[src/rtl/dmem_access_ctrl.sv]
// dmem_access_ctrl: load/store sequencer in front of a word-addressed data memory.
// It takes one CPU request at a time. Byte addresses become word indices.
// Sub-word stores run as read-modify-write, so the memory only ever sees full-word writes.
// Build option DMEM_ALIGN_CHECK_EN: a misaligned request finishes at once with err=1
// and touches no memory. Without it, err is tied low and misaligned low bits are ignored.
//
// state    | meaning
// IDLE     | waiting for a request, ready high
// ACCESS   | single memory cycle: load read, sw write, or read of the word to merge
// MERGE_WR | write back the merged word for sh/sb
// DONE     | one-cycle done pulse, load_data/err valid
module dmem_access_ctrl #(
  parameter logic [31:0] BASE_ADDR = 32'h1001_0000,
  parameter int          DM_AW     = 11
) (
  input  logic             clk,
  input  logic             rst,
  input  logic             req,
  output logic             ready,
  input  logic [2:0]       mem_op,
  input  logic [31:0]      addr,
  input  logic [31:0]      wdata,
  output logic             done,
  output logic [31:0]      load_data,
  output logic             err,
  output logic             dm_r,
  output logic             dm_w,
  output logic [1:0]       store_format_signal,
  output logic [DM_AW-1:0] dm_addr,
  output logic [31:0]      dm_wdata,
  input  logic [31:0]      dm_rdata
);

  localparam logic [2:0] OP_LW  = 3'b000;
  localparam logic [2:0] OP_LH  = 3'b001;
  localparam logic [2:0] OP_LHU = 3'b010;
  localparam logic [2:0] OP_LB  = 3'b011;
  localparam logic [2:0] OP_LBU = 3'b100;
  localparam logic [2:0] OP_SW  = 3'b101;
  localparam logic [2:0] OP_SH  = 3'b110;
  localparam logic [2:0] OP_SB  = 3'b111;

  typedef enum logic [1:0] {
    ST_IDLE     = 2'd0,
    ST_ACCESS   = 2'd1,
    ST_MERGE_WR = 2'd2,
    ST_DONE     = 2'd3
  } state_t;

  state_t      state_q, state_d;
  logic [2:0]  op_q, op_d;
  logic [31:0] addr_q, addr_d;
  logic [31:0] wdata_q, wdata_d;
  logic [31:0] merge_q, merge_d;
  logic [31:0] load_data_q, load_data_d;

  logic [31:0] off_q;
  logic        is_load_q;
  logic        accept;
  logic        dm_r_raw;
  logic        dm_w_raw;
  logic [31:0] dm_wdata_raw;
  logic        unused_off_hi;

  // Pick the addressed lane out of a read word and extend it to 32 bits.
  function automatic logic [31:0] extend_load(input logic [2:0] op, input logic [1:0] off,
                                              input logic [31:0] w);
    logic [7:0]  b;
    logic [15:0] h;
    logic [31:0] r;
    case (off)
      2'd0:    b = w[7:0];
      2'd1:    b = w[15:8];
      2'd2:    b = w[23:16];
      default: b = w[31:24];
    endcase
    h = off[1] ? w[31:16] : w[15:0];
    case (op)
      OP_LB:   r = {{24{b[7]}}, b};
      OP_LBU:  r = {24'h0, b};
      OP_LH:   r = {{16{h[15]}}, h};
      OP_LHU:  r = {16'h0, h};
      default: r = w;
    endcase
    return r;
  endfunction

  // Replace the addressed byte or halfword of the captured word with store data.
  function automatic logic [31:0] merge_store(input logic [2:0] op, input logic [1:0] off,
                                              input logic [31:0] old_w, input logic [31:0] wd);
    logic [31:0] m;
    m = old_w;
    if (op == OP_SB) begin
      case (off)
        2'd0:    m[7:0]   = wd[7:0];
        2'd1:    m[15:8]  = wd[7:0];
        2'd2:    m[23:16] = wd[7:0];
        default: m[31:24] = wd[7:0];
      endcase
    end else if (off[1]) begin
      m[31:16] = wd[15:0];
    end else begin
      m[15:0] = wd[15:0];
    end
    return m;
  endfunction

  assign off_q         = addr_q - BASE_ADDR;
  assign unused_off_hi = ^off_q[31:DM_AW+2];
  assign is_load_q     = (op_q <= OP_LBU);
  assign ready         = (state_q == ST_IDLE) && !rst;
  assign accept        = req && ready;

`ifdef DMEM_ALIGN_CHECK_EN
  logic        err_q, err_d;
  logic [31:0] off_in;
  logic        misaligned_in;
  logic        unused_off_in_hi;

  assign off_in           = addr - BASE_ADDR;
  assign unused_off_in_hi = ^off_in[31:2];

  // Alignment of the incoming request, judged on the offset from BASE_ADDR.
  always_comb begin
    misaligned_in = 1'b0;
    case (mem_op)
      OP_LW, OP_SW:         misaligned_in = (off_in[1:0] != 2'b00);
      OP_LH, OP_LHU, OP_SH: misaligned_in = off_in[0];
      default:              misaligned_in = 1'b0;
    endcase
  end

  // err is re-evaluated on every acceptance and held until the next one.
  always_comb begin
    err_d = err_q;
    if (accept) err_d = misaligned_in;
  end

  // Error flag register.
  always_ff @(posedge clk) begin
    if (rst) err_q <= 1'b0;
    else     err_q <= err_d;
  end

  assign err = err_q;
`else
  assign err = 1'b0;
`endif

  // Next-state and memory-pin decode; every target defaults to hold or idle.
  always_comb begin
    state_d      = state_q;
    op_d         = op_q;
    addr_d       = addr_q;
    wdata_d      = wdata_q;
    merge_d      = merge_q;
    load_data_d  = load_data_q;
    dm_r_raw     = 1'b0;
    dm_w_raw     = 1'b0;
    dm_wdata_raw = 32'h0;
    case (state_q)
      ST_IDLE: begin
        if (accept) begin
          op_d    = mem_op;
          addr_d  = addr;
          wdata_d = wdata;
          state_d = ST_ACCESS;
`ifdef DMEM_ALIGN_CHECK_EN
          if (misaligned_in) begin
            load_data_d = 32'h0;
            state_d     = ST_DONE;
          end
`endif
        end
      end
      ST_ACCESS: begin
        if (is_load_q) begin
          dm_r_raw    = 1'b1;
          load_data_d = extend_load(op_q, off_q[1:0], dm_rdata);
          state_d     = ST_DONE;
        end else if (op_q == OP_SW) begin
          dm_w_raw     = 1'b1;
          dm_wdata_raw = wdata_q;
          state_d      = ST_DONE;
        end else begin
          dm_r_raw = 1'b1;
          merge_d  = dm_rdata;
          state_d  = ST_MERGE_WR;
        end
      end
      ST_MERGE_WR: begin
        dm_w_raw     = 1'b1;
        dm_wdata_raw = merge_store(op_q, off_q[1:0], merge_q, wdata_q);
        state_d      = ST_DONE;
      end
      ST_DONE: begin
        state_d = ST_IDLE;
      end
      default: begin
        state_d = ST_IDLE;
      end
    endcase
  end

  // State, latched request and result registers; reset aborts any operation.
  always_ff @(posedge clk) begin
    if (rst) begin
      state_q     <= ST_IDLE;
      op_q        <= 3'b000;
      addr_q      <= 32'h0;
      wdata_q     <= 32'h0;
      merge_q     <= 32'h0;
      load_data_q <= 32'h0;
    end else begin
      state_q     <= state_d;
      op_q        <= op_d;
      addr_q      <= addr_d;
      wdata_q     <= wdata_d;
      merge_q     <= merge_d;
      load_data_q <= load_data_d;
    end
  end

  // Memory pins are forced quiet while reset is high so no write can slip through.
  assign dm_r                = dm_r_raw && !rst;
  assign dm_w                = dm_w_raw && !rst;
  assign dm_wdata            = rst ? 32'h0 : dm_wdata_raw;
  assign dm_addr             = rst ? '0 : off_q[DM_AW+1:2];
  assign store_format_signal = 2'b00;
  assign done                = (state_q == ST_DONE) && !rst;
  assign load_data           = load_data_q;

endmodule

[config.mk]
export PLATFORM = sky130hd
export DESIGN_NAME = dmem_access_ctrl
export DESIGN_NICKNAME = d
export VERILOG_FILES = /design/src/rtl/dmem_access_ctrl.sv
export SDC_FILE = /design/constraint.sdc
export NUM_CORES = 1
export LEC_CHECK = 0
export ABC_CLOCK_PERIOD_IN_PS = 4400
export CORE_UTILIZATION = 30
export DETAILED_ROUTE_END_ITERATION = 8
export PLACE_DENSITY = 0.68
export SETUP_SLACK_MARGIN = 0.2
export SYNTH_ARGS = -nofsm -noshare
export SYNTH_HDL_FRONTEND = slang
export SYNTH_SLANG_ARGS = --single-unit
[constraint.sdc]
create_clock -name clk -period 4.4 [get_ports clk]
set_input_delay 1.32 -clock clk [delete_from_list [all_inputs] [get_ports clk]]
set_output_delay 1.32 -clock clk [all_outputs]
set_load 0.05 [all_outputs]
Word-level counts from Yosys, hierarchy flattened
Index checks and enable logic that the tools add are counted.
{"block": "classes", "n_mux": 25, "n_mul": 0, "shift": 0, "div": 0, "eq_ne": 12, "bitwise_logic": 2, "order_cmp": 1, "n_addsub": 1, "n_reduce_logical": 12}
{"op": "two-way mux 32 bit", "count": 4}
{"op": "one-hot mux 32 bit (4 select lines)", "count": 1}
{"op": "one-hot mux 32 bit (2 select lines)", "count": 1}
{"op": "two-way mux 16 bit", "count": 3}
{"op": "two-way mux 8 bit", "count": 4}
{"op": "one-hot mux 8 bit (3 select lines)", "count": 1}
{"op": "subtractor 13 x 1 -> 13 bit (second input constant)", "count": 1}
{"op": "two-way mux 11 bit", "count": 1}
{"op": "== test 3 bit (second input constant)", "count": 3}
{"op": "one-hot mux 2 bit (4 select lines)", "count": 1}
{"op": "two-way mux 1 bit", "count": 7}
{"op": "== test 2 bit (second input constant)", "count": 3}
{"op": "== test 3 x 2 -> 1 bit (second input constant)", "count": 2}
{"op": "logical AND 1 bit", "count": 5}
{"op": "== test 2 x 1 -> 1 bit (second input constant)", "count": 2}
{"op": "logical NOT 2 bit", "count": 2}
{"op": "AND reduction 2 bit", "count": 2}
{"op": "== test 3 x 1 -> 1 bit (second input constant)", "count": 1}
{"op": "less-or-equal comparator 3 bit (second input constant)", "count": 1}
{"op": "AND reduction 3 bit", "count": 1}
{"op": "OR reduction 3 bit", "count": 1}
{"op": "two-way mux 2 bit", "count": 1}
{"op": "inequality test 2 bit (second input constant)", "count": 1}
{"op": "NOT 1 bit", "count": 2}
{"op": "2 further kinds", "count": 2}
{"block": "word_totals", "mem_bits_ro": 0, "inputBits": 102, "n_memories": 0, "reg_bits": 114, "ram_bits": 0, "latch_bits": 0}

Depth between registers and ports, before layout
Gate-level depths: netlist of the first run.
{"block": "logic_depth", "word_depth": 7, "depth_mapped": 8, "mapped_depth_nobuf": 6}

Worst setup path before layout of the first run
No wires, ideal clock.
{"block": "synth_timing", "kind": "input -> output", "start": "input port rst", "end": "output port dm_wdata[15]", "stages": 5, "setup_slack_ps": -70, "required_time_ps": 3080, "arrival_time_ps": 3150, "path_buffers": 3, "cell_sequence": "buf_2 > nand2b_1 > clkbuf_1 > clkbuf_1 > a211oi_1"}
{"block": "synth_between", "elab_chain_cells": 1}
{"element": "from (decl)", "line_no": "17", "source": "input logic rst,"}
{"element": "two-way mux 32 bit", "line_no": "227", "source": "assign dm_wdata = rst ? 32'h0 : dm_wdata_raw;"}
{"element": "to (decl)", "line_no": "30", "source": "output logic [31:0] dm_wdata,"}
No other way between the ends.

Final worst setup path of the first run
{"block": "layout_timing", "start": "input port rst", "end": "output port dm_wdata[7]"}
The elaborated chain is that of the path after synthesis.

==> results of run 1 <==
state kept, by name, indices dropped and copies added (netlist names):
| register | count |
|---|---|
| addr_q | 13 |
| merge_q | 32 |
| load_data | 32 |
| op_q | 3 |
| wdata_q | 32 |
| state_q | 2 |
cell families (layout without fill, tap and decap cells):
group | after synthesis | in the layout | synth area share
muxes | 39 | 39 | 0.07324
AOI/OAI and AO/OA | 194 | 194 | 0.2190
DFF | 114 | 114 | 0.4011
other | 1 | 3 | 0.0006591
xor gates and xnor gates | 1 | 1 | 0.002860
adders and majority gates | 4 | 4 | 0.008797
and+or+nand+nor | 288 | 288 | 0.2419
buffers and inverters | 65 | 210 | 0.05234
final timing paths:
check	slack [ns]	end
hold / removal	0.46	merge_q[5]$_SDFFE_PP0P_
hold reg to reg	0.46	merge_q[5]$_SDFFE_PP0P_
setup / recovery	0.40	dm_wdata[7]
setup reg to reg	1.97	load_data[27]$_SDFFE_PP0P_
worst min-delay path: cells and delay by family, from the launching register on:
family,cells,cell delay [ns]
DFF,1,0.31
and+or+nand+nor,1,0.05
AOI/OAI and AO/OA,1,0.05
layout by cell type, fill, tap and decap left out, types with 22 or more instances in the layout:
cell	netlist	routed
nor2_1	31	31
nand2b_1	45	45
nand2_1	153	153
a211oi_1	33	32
dfxtp_1	114	114
buf_4	5	45
mux2i_1	27	27
clkdlybuf4s50_1	0	124
o21ai_0	58	58
nor2b_1	22	22
a21oi_1	57	57
power groups by stage:
| stage | Clock (uW) | Combinational (uW) | Sequential, uW |
|---|---|---|---|
| after floorplan | 0 | 860 | 1820 |
| after CTS | 1300 | 1810 | 1420 |
| after global routing | 1350 | 1940 | 1450 |
| after global placement | 0 | 1790 | 1430 |
| after detailed placement | 0 | 1810 | 1440 |
| final | 1280 | 1810 | 1420 |
metal layers:
metal / wire length [um] / part of all wire / up-vias / global-route usage
met5: 0 / 0 / - / 0
met4: 170 / 0.0092 / 0 / 0.04453
met3: 1239 / 0.067 / 18 / 0.05540
met2: 9016 / 0.49 / 173 / 0.3147
met1: 7970 / 0.43 / 2593 / 0.2350
li1: - / - / 2716 / -
through the flow:
stage	setup slack, ns	cell area, um^2	hold WS (ns)	cells
global route	0.2457	7970	0.4863	1082
detailed placement	0.4108	7427	0.4508	1051
global placement	0.4266	7427	0.4488	1051
CTS	0.4070	7970	0.4581	1082
floorplan	0.1367	5707	0.4360	708
finish	0.3958	7970	0.4592	1082
layout make-up:
type / instances / area share
Clock inverter: 13 / 0.01429
Timing Repair Buffer: 176 / 0.2157
Tap cell: 229 / 0.03595
Multi-Input combinational cell: 529 / 0.3925
Sequential cell: 114 / 0.2863
Clock buffer: 18 / 0.05385
Inverter: 3 / 0.001413
==> impl_metrics.toml, run 1 <==
[run_status]
run_status = "finished clean"

[synth]
syn-instance-count = 706
postSynthRegisterBits = 114
post_synth_top_area_share = 0.4011
yosysWarnings = 0
synth-edff-count = 0
synth_cell_count_leaders = "nand2_1 (153), dfxtp_1 (114), o21ai_0 (58), a21oi_1 (57), nand2b_1 (45)"
yosysTopAreaCell = "dfxtp_1"
leading_post_synthesis_cells_by_cell_area = "dfxtp_1 (40%), nand2_1 (10%), o21ai_0 (5.1%)"
postSynth.topFlopCell = "dfxtp_1"
count_leader_synth = "nand2_1"
async_reset_ff_frac = 0
syn-cell-area_mm2 = 0.005689
share_of_the_yosys_chip_area_belonging_to_registers = 0.4011
post_synth_num_cell_types = 44
postSynthAreaPerCell_um2 = 8.058

[clock_network]
cts_buffer_depth = 2
clkLatencyLatePin_ns = 0.41
cts_resized = 0
ctsHoldBuffers = 0
tritoncts.num_buffers = 17
clk_pin_slew_worst_setup_hold_paths_ns = 0.05
post_cts_setup_repair_buffer_count = 0
cell_at_the_root_of_the_clock_tree = "clkbuf_16"
h-tree-depth = 4
cts_num_sinks = 114
cts_tree = "built"

[final_layout]
syn_to_final_growth_pct = 40.09
design.final.nets = 947
multi_input_gate_area_mm2 = 0.003128
final_core_utilization = 0.4362
ff_latch_area_mm2 = 0.002282
insertedDiodeCount = 0
fillers = 1863
layout-drive-gt1-share = 0.1254

[power_and_ir_drop]
power.ir.vdd_worst_mv = 0.2888
sequential_share_of_power = 0.315
clock_power_share = 0.283
power.static_leakage_uw = 0.002877
internal-power_uw = 2686
power_uw = 4510
p_sw_uw = 1824
power.combinational.fraction = 0.402
p_sw_frac = 0.4044
p_per_area_mw_per_mm2 = 565.8

[sta]
final.setup_skew_ns = 0.009589
achievable-frequency_mhz = 249.7
rsz0062_at_grt = "no"
slew_headroom = 0.1874
tightestPinTransition_ns = 1.216
period_share = 0.9101
setup_total_negative_slack_ns = 0
maxSlewViolCount = 0
report.final.hold_viol_count = 0
post-route-min-period_ns = 4.004
setup_viol = 0

[drt]
drtAntennaViolNets = 0
wire_per_inst_um = 17.00
viasPerCell = 5.083
first_iter_violations = 368
length_of_the_first_detailed_routing_pass_in_iterations = 4
drc = 0
routed_wirelength_mm = 18.40
dr_total_vias = 5500

[critical_path]
critical-path-max-stage-delay_ns = 0.23
ff2ff_path_depth = 5
launching_element_type_of_the_critical_path = "input port"
timing.rr.start = "addr_q[1]$_SDFFE_PP0P_"
crit_family = "buffers and inverters"
timing.setup.critical_path_class = "in2out"
critPathLaunch = "rst"
setup.worst_path.end_class = "primary output"
timing.critical_path.mode_cell = "buf_4"
critical_path_peak_fanout = 14
cp_slowest_cell = "nand2_1"
path_depth = 7
critical_path_required_ns = 3.08
critPathArrivalTime_ns = 2.68
path_buf_inv = 3
critical_path.cell_chain = "buf_4 > nor2b_1 > nand2_1 > a21oi_1 > buf_4 > a22o_1 > buf_4"

[floorplan]
fp.dieArea_mm2 = 0.01952
placementRows = 49
fp.coreArea_mm2 = 0.01827
initial_utilization = 0.3114
fp.dieH_um = 139.7
pin_count = 184
die_boundary_width_um = 139.7

[global_routing]
first_global_vias = 5416
global_route.usage.total = 0.1876
wire_length_of_the_first_global_routing_pass_mm = 28.57
grt.overflow.total = 0
antenna_found_initial = 0
grt_start_max_net_pins = 75

[job]
drv.max_cap_violation_count = 0

[placement]
dp_hpwl_mm = 13.22
placement.io_buffers = 161
routabilityCongestion = 0.8447

[hold_path]
worst_hold_startpoint = "merge_q[5]$_SDFFE_PP0P_"
worst_hold_path_type = "reg2reg"
holdPathStages = 2
Note: power is estimated with default switching activity, not from simulation.
==> run 2, diff against run 1 <==
- TNS_END_PERCENT: default -> 20
==> run 2 against run 1 <==
Cell count about the same. Clock skew down 0.00074 ns. Critical path depth unchanged. Sequential power about the same. First-iteration DRC count up 17%. Sequential share of layout area down 0.28 points. Hold slack worse by 0.0023 ns. Global-route usage up 0.23 points. Routed wire length down 0.80%. Clock power up 13%. Critical endpoint is now dm_wdata[0]. Largest cell class unchanged. Largest power group unchanged. Highest routed layer unchanged.
==> impl_metrics.toml, run 2 (synthesized netlist as in run 1, its figures left out) <==
[critical_path]
critical_path_peak_fanout = 15
path_buf_inv = 3
crit_family = "buffers and inverters"
timing.critical_path.mode_cell = "buf_4"
critical-path-max-stage-delay_ns = 0.22
ff2ff_path_depth = 5
critical_path.cell_chain = "buf_4 > nor2b_1 > nand2_1 > a21oi_1 > buf_4 > a22o_1 > buf_4"
cp_slowest_cell = "nand2_1"
launching_element_type_of_the_critical_path = "input port"
timing.rr.start = "op_q[1]$_SDFFE_PP0P_"
critPathArrivalTime_ns = 2.65
r2r_end = "load_data[26]$_SDFFE_PP0P_"
timing.setup.critical_path_class = "in2out"
r2r_setup_slk_ns = 2.08
setup.worst_path.end_class = "primary output"
critical_path_required_ns = 3.08

[sta]
setup_viol = 0
tightestPinTransition_ns = 1.219
hold_slack_final_ns = 0.4569
post-route-min-period_ns = 3.969
final.setup_skew_ns = 0.008846
period_share = 0.9021
report.final.hold_viol_count = 0
rsz0062_at_grt = "no"
achievable-frequency_mhz = 251.9
maxSlewViolCount = 0
setup_ws_ns = 0.4306
setup_total_negative_slack_ns = 0
slew_headroom = 0.1853

[clock_network]
clkLatencyLatePin_ns = 0.42
tritoncts.num_buffers = 17
ctsHoldBuffers = 0
h-tree-depth = 4
cts_buffer_depth = 2
clk_pin_slew_worst_setup_hold_paths_ns = 0.05
post_cts_setup_repair_buffer_count = 0
cts_tree = "built"
cts_num_sinks = 114
cell_at_the_root_of_the_clock_tree = "clkbuf_16"
cts_resized = 0

[global_routing]
wire_length_of_the_first_global_routing_pass_mm = 28.50
antenna_found_initial = 0
first_global_vias = 5385
grt_start_max_net_pins = 69
global_route.usage.total = 0.1898
grt.overflow.total = 0

[drt]
drc = 0
length_of_the_first_detailed_routing_pass_in_iterations = 5
dr_total_vias = 5557
viasPerCell = 5.141
first_iter_violations = 432
wire_per_inst_um = 16.88
routed_wirelength_mm = 18.25
drtAntennaViolNets = 0

[final_layout]
mostFrequentLayoutCell = "nand2_1"
layout-drive-gt1-share = 0.1232
design.final.nets = 945
layout_common_cells = "nand2_1 (153), clkdlybuf4s50_1 (123), dfxtp_1 (114)"
fin_area_mm2 = 0.008048
syn_to_final_growth_pct = 41.46
insertedDiodeCount = 0

[power_and_ir_drop]
power.combinational.fraction = 0.389
clock_power_share = 0.309
sequential_share_of_power = 0.301
power.static_leakage_uw = 0.002904
p_per_area_mw_per_mm2 = 583.2
p_sw_uw = 1827
internal-power_uw = 2866
power_uw = 4693
p_sw_frac = 0.3894
power.ir.vdd_worst_mv = 0.3577

[placement]
place_area_mm2 = 0.007430
routabilityCongestion = 0.8175
placement.io_buffers = 161
dp_hpwl_mm = 13.17
preCtsSetupSlack_ns = 0.4396

[floorplan]
fp.dieArea_mm2 = 0.01952
fp.dieH_um = 139.7
initial_utilization = 0.3114
die_boundary_width_um = 139.7
fp.coreArea_mm2 = 0.01827
placementRows = 49
pin_count = 184

[job]
drv.max_cap_violation_count = 0

[hold_path]
worst_hold_path_type = "reg2reg"
holdPathStages = 2
hold-path-endpoint = "merge_q[18]$_SDFFE_PP0P_"
worst_hold_startpoint = "merge_q[18]$_SDFFE_PP0P_"

[run_status]
run_status = "finished clean"
## run 2: cell count changes in the layout (fill, tap and decap cells not counted), sizes merged
cell / delta
buf: -1
bufinv: +3
clkbuf: +1
clkdlybuf4s50: -1
clkinv: -2
inv: -1
## run 2: worst max path at each step
stage          startpoint           to  slack, ns  cells after the start
3_3_place_gp          rst  dm_wdata[7]       0.45                      7
5_1_grt               rst  dm_wdata[7]       0.32                      7
4_1_cts               rst  dm_wdata[7]       0.42                      7
6_report              rst  dm_wdata[0]       0.43                      7
3_5_place_dp          rst  dm_wdata[7]       0.44                      7
2_1_floorplan         rst         dm_r       0.08                      4
## run 2: tightest hold or removal path, delay by kind of cell (launching register included)
| family | cells | cell delay (ns) |
|---|---|---|
| AO/OA/AOI/OAI | 1 | 0.05 |
| AND/OR/NAND/NOR | 1 | 0.05 |
| flip-flops | 1 | 0.31 |
## run 2: cell type report
class | count | area (um^2)
clock buffers | 19 | 432.9
repair buffers | 174 | 1727
multi-input cells | 529 | 3123
well taps | 229 | 286.5
clock inverters | 13 | 185.2
fillers | 1838 | 10220
flip-flops and latches | 114 | 2282
inverters | 3 | 11.26
## run 2: per-stage QoR
step | std cells | utilization
final | 1081 | 0.4405
after global routing | 1081 | 0.4405
after CTS | 1081 | 0.4405
after detailed placement | 1049 | 0.4067
after global placement | 1049 | 0.4067
after floorplan | 708 | -
## run 2: per-layer routing
layer,GRT usage,wire [um],up-vias
met4,0.05842,282,0
li1,-,-,2728
met5,0,0,-
met3,0.05884,1254,23
met2,0.3200,8907,188
met1,0.2300,7804,2618
## run 2: power groups by stage
stage	clock network (uW)	registers [uW]	logic [uW]
floorplan	0	1820	859
global placement	0	1430	1810
detailed placement	0	1430	1820
CTS	1480	1410	1830
global route	1520	1440	1950
finish	1450	1410	1830
==> run 3, diff against run 2 <==
- DONT_BUFFER_PORTS: default -> 1
- GPL_TIMING_DRIVEN: default -> 0
- PLACE_DENSITY: 0.68 -> 0.56
==> run 3 against run 2 <==
Global-route usage grew 1.2 points. First-iteration DRC count shrank 19%. Routed wire length grew 7.0%. Count of clock-buffer cells in the layout rose by 3. Cell count down 10%. Power is 6.7% lower. Clock power about the same. Worst setup slack got worse by 0.21 ns.
==> impl_metrics.toml, run 3 (synthesized netlist as in run 1, its figures left out) <==
[final_layout]
layout_common_cells = "nand2_1 (153), dfxtp_1 (114), o21ai_0 (50)"
layout-drive-gt1-share = 0.1461
fin_cells = 968
fin_area_mm2 = 0.006705
design.final.nets = 833
mostFrequentLayoutCell = "nand2_1"
insertedDiodeCount = 0
fillers = 1914
syn_to_final_growth_pct = 17.86

[placement]
routabilityCongestion = 0.8808
numPlacedInstances = 937
preCtsSetupSlack_ns = -0.1335
dp_hpwl_mm = 15.08
place_area_mm2 = 0.006028
placement.io_buffers = 0

[critical_path]
crit_family = "compound AO/OA/AOI/OAI gates"
cp_slowest_cell = "a211oi_2"
timing.setup.critical_path_class = "reg2out"
critical-path-max-stage-delay_ns = 0.86
path_buf_inv = 3
launching_element_type_of_the_critical_path = "flop"
critical_path.cell_chain = "inv_1 > ha_1 > clkbuf_1 > clkbuf_1 > a221oi_1 > a211oi_2"
critPathArrivalTime_ns = 2.86
timing.critical_path.mode_cell = "clkbuf_1"
critical_path_required_ns = 3.08
setup.worst_path.end_class = "primary output"
critical_path_peak_fanout = 10

[drt]
drc = 0
routed_wirelength_mm = 19.53
first_iter_violations = 352
drtAntennaViolNets = 0
dr_total_vias = 5150
length_of_the_first_detailed_routing_pass_in_iterations = 5
wire_per_inst_um = 20.18
viasPerCell = 5.320

[power_and_ir_drop]
p_sw_frac = 0.4098
power.ir.vdd_worst_mv = 0.3082
clock_power_share = 0.323
internal-power_uw = 2585
power.static_leakage_uw = 0.002343
sequential_share_of_power = 0.423
power.combinational.fraction = 0.254
p_sw_uw = 1794
p_per_area_mw_per_mm2 = 653.1
power_uw = 4379

[floorplan]
fp.dieH_um = 139.7
pin_count = 184
die_boundary_width_um = 139.7
initial_utilization = 0.3114
placementRows = 49
fp.dieArea_mm2 = 0.01952
fp.coreArea_mm2 = 0.01827

[global_routing]
antenna_found_initial = 0
first_global_vias = 4966
grt_start_max_net_pins = 17
global_route.usage.total = 0.2017
wire_length_of_the_first_global_routing_pass_mm = 29.41
grt.overflow.total = 0

[sta]
tightestPinTransition_ns = 1.058
report.final.hold_viol_count = 0
period_share = 0.9490
maxSlewViolCount = 0
post-route-min-period_ns = 4.176
setup_total_negative_slack_ns = 0
rsz0062_at_grt = "yes"
final.setup_skew_ns = 0.007763
achievable-frequency_mhz = 239.5
slew_headroom = 0.2933
setup_ws_ns = 0.2242
setup_viol = 0

[clock_network]
cell_at_the_root_of_the_clock_tree = "clkbuf_16"
clkLatencyLatePin_ns = 0.42
clk_pin_slew_worst_setup_hold_paths_ns = 0.05
cts_buffer_depth = 2
ctsHoldBuffers = 0
tritoncts.num_buffers = 17
cts_num_sinks = 114
cts_tree = "built"
h-tree-depth = 4

[hold_path]
worst_hold_path_type = "reg2reg"

[run_status]
run_status = "finished clean"

[job]
drv.max_cap_violation_count = 0
## run 3: final timing paths
| check | startpoint | endpoint | slack, ns | cells after the start |
|---|---|---|---|---|
| max reg2reg | state_q[0]$_SDFFE_PP0P_ | op_q[2]$_SDFFE_PP0P_ | 1.53 | 8 |
| max | state_q[0]$_SDFFE_PP0P_ | dm_wdata[14] | 0.22 | 6 |
| min reg2reg | merge_q[22]$_SDFFE_PP0P_ | merge_q[22]$_SDFFE_PP0P_ | 0.45 | 2 |
| min | merge_q[22]$_SDFFE_PP0P_ | merge_q[22]$_SDFFE_PP0P_ | 0.45 | 2 |
## run 3: layer usage
layer	up-vias	wire length, um	share of wire	GRT usage
met5	-	0	0	0
met4	0	437	0.022	0.07577
met3	30	1556	0.080	0.06779
met2	191	9314	0.48	0.3308
met1	2423	8223	0.42	0.2434
li1	2506	-	-	-
## run 3: repair_timing
| item | CTS | global route |
|---|---|---|
| setup endpoints to repair | 20 | 17 |
| buffers inserted | 0 | 0 |
| pin swaps | 0 | 0 |
| gates resized for setup | 20 | 3 |
## run 3: stage by stage
step,hold WS [ns],util
finish,0.4550,0.3670
global route,0.4768,0.3670
CTS,0.4558,0.3665
detailed placement,0.4488,0.3300
global placement,0.4479,0.3278
floorplan,0.4360,-
## run 3: worst min-delay path: stages, from the launching register on
cell	delay [ns]
dfxtp_1	0.31
nand2_1	0.05
a21oi_1	0.05
## run 3: layout make-up
type                            count  area (um^2)  share of cell area
Clock buffer                       22        474.2             0.07072
Sequential cell                   114         2282              0.3404
Tap cell                          229        286.5             0.04273
Clock inverter                      9        130.1             0.01941
Inverter                            3        11.26            0.001679
Buffer                             62        289.0             0.04311
Multi-Input combinational cell    529         3232              0.4820
## run 3: power by group through the flow
stage,Sequential (uW),Clock (uW),Combinational (uW)
2_1_floorplan,1820,0,859
3_3_place_gp,1870,0,1070
4_1_cts,1850,1440,1110
6_report,1850,1420,1110
5_1_grt,1870,1480,1230
3_5_place_dp,1870,0,1090
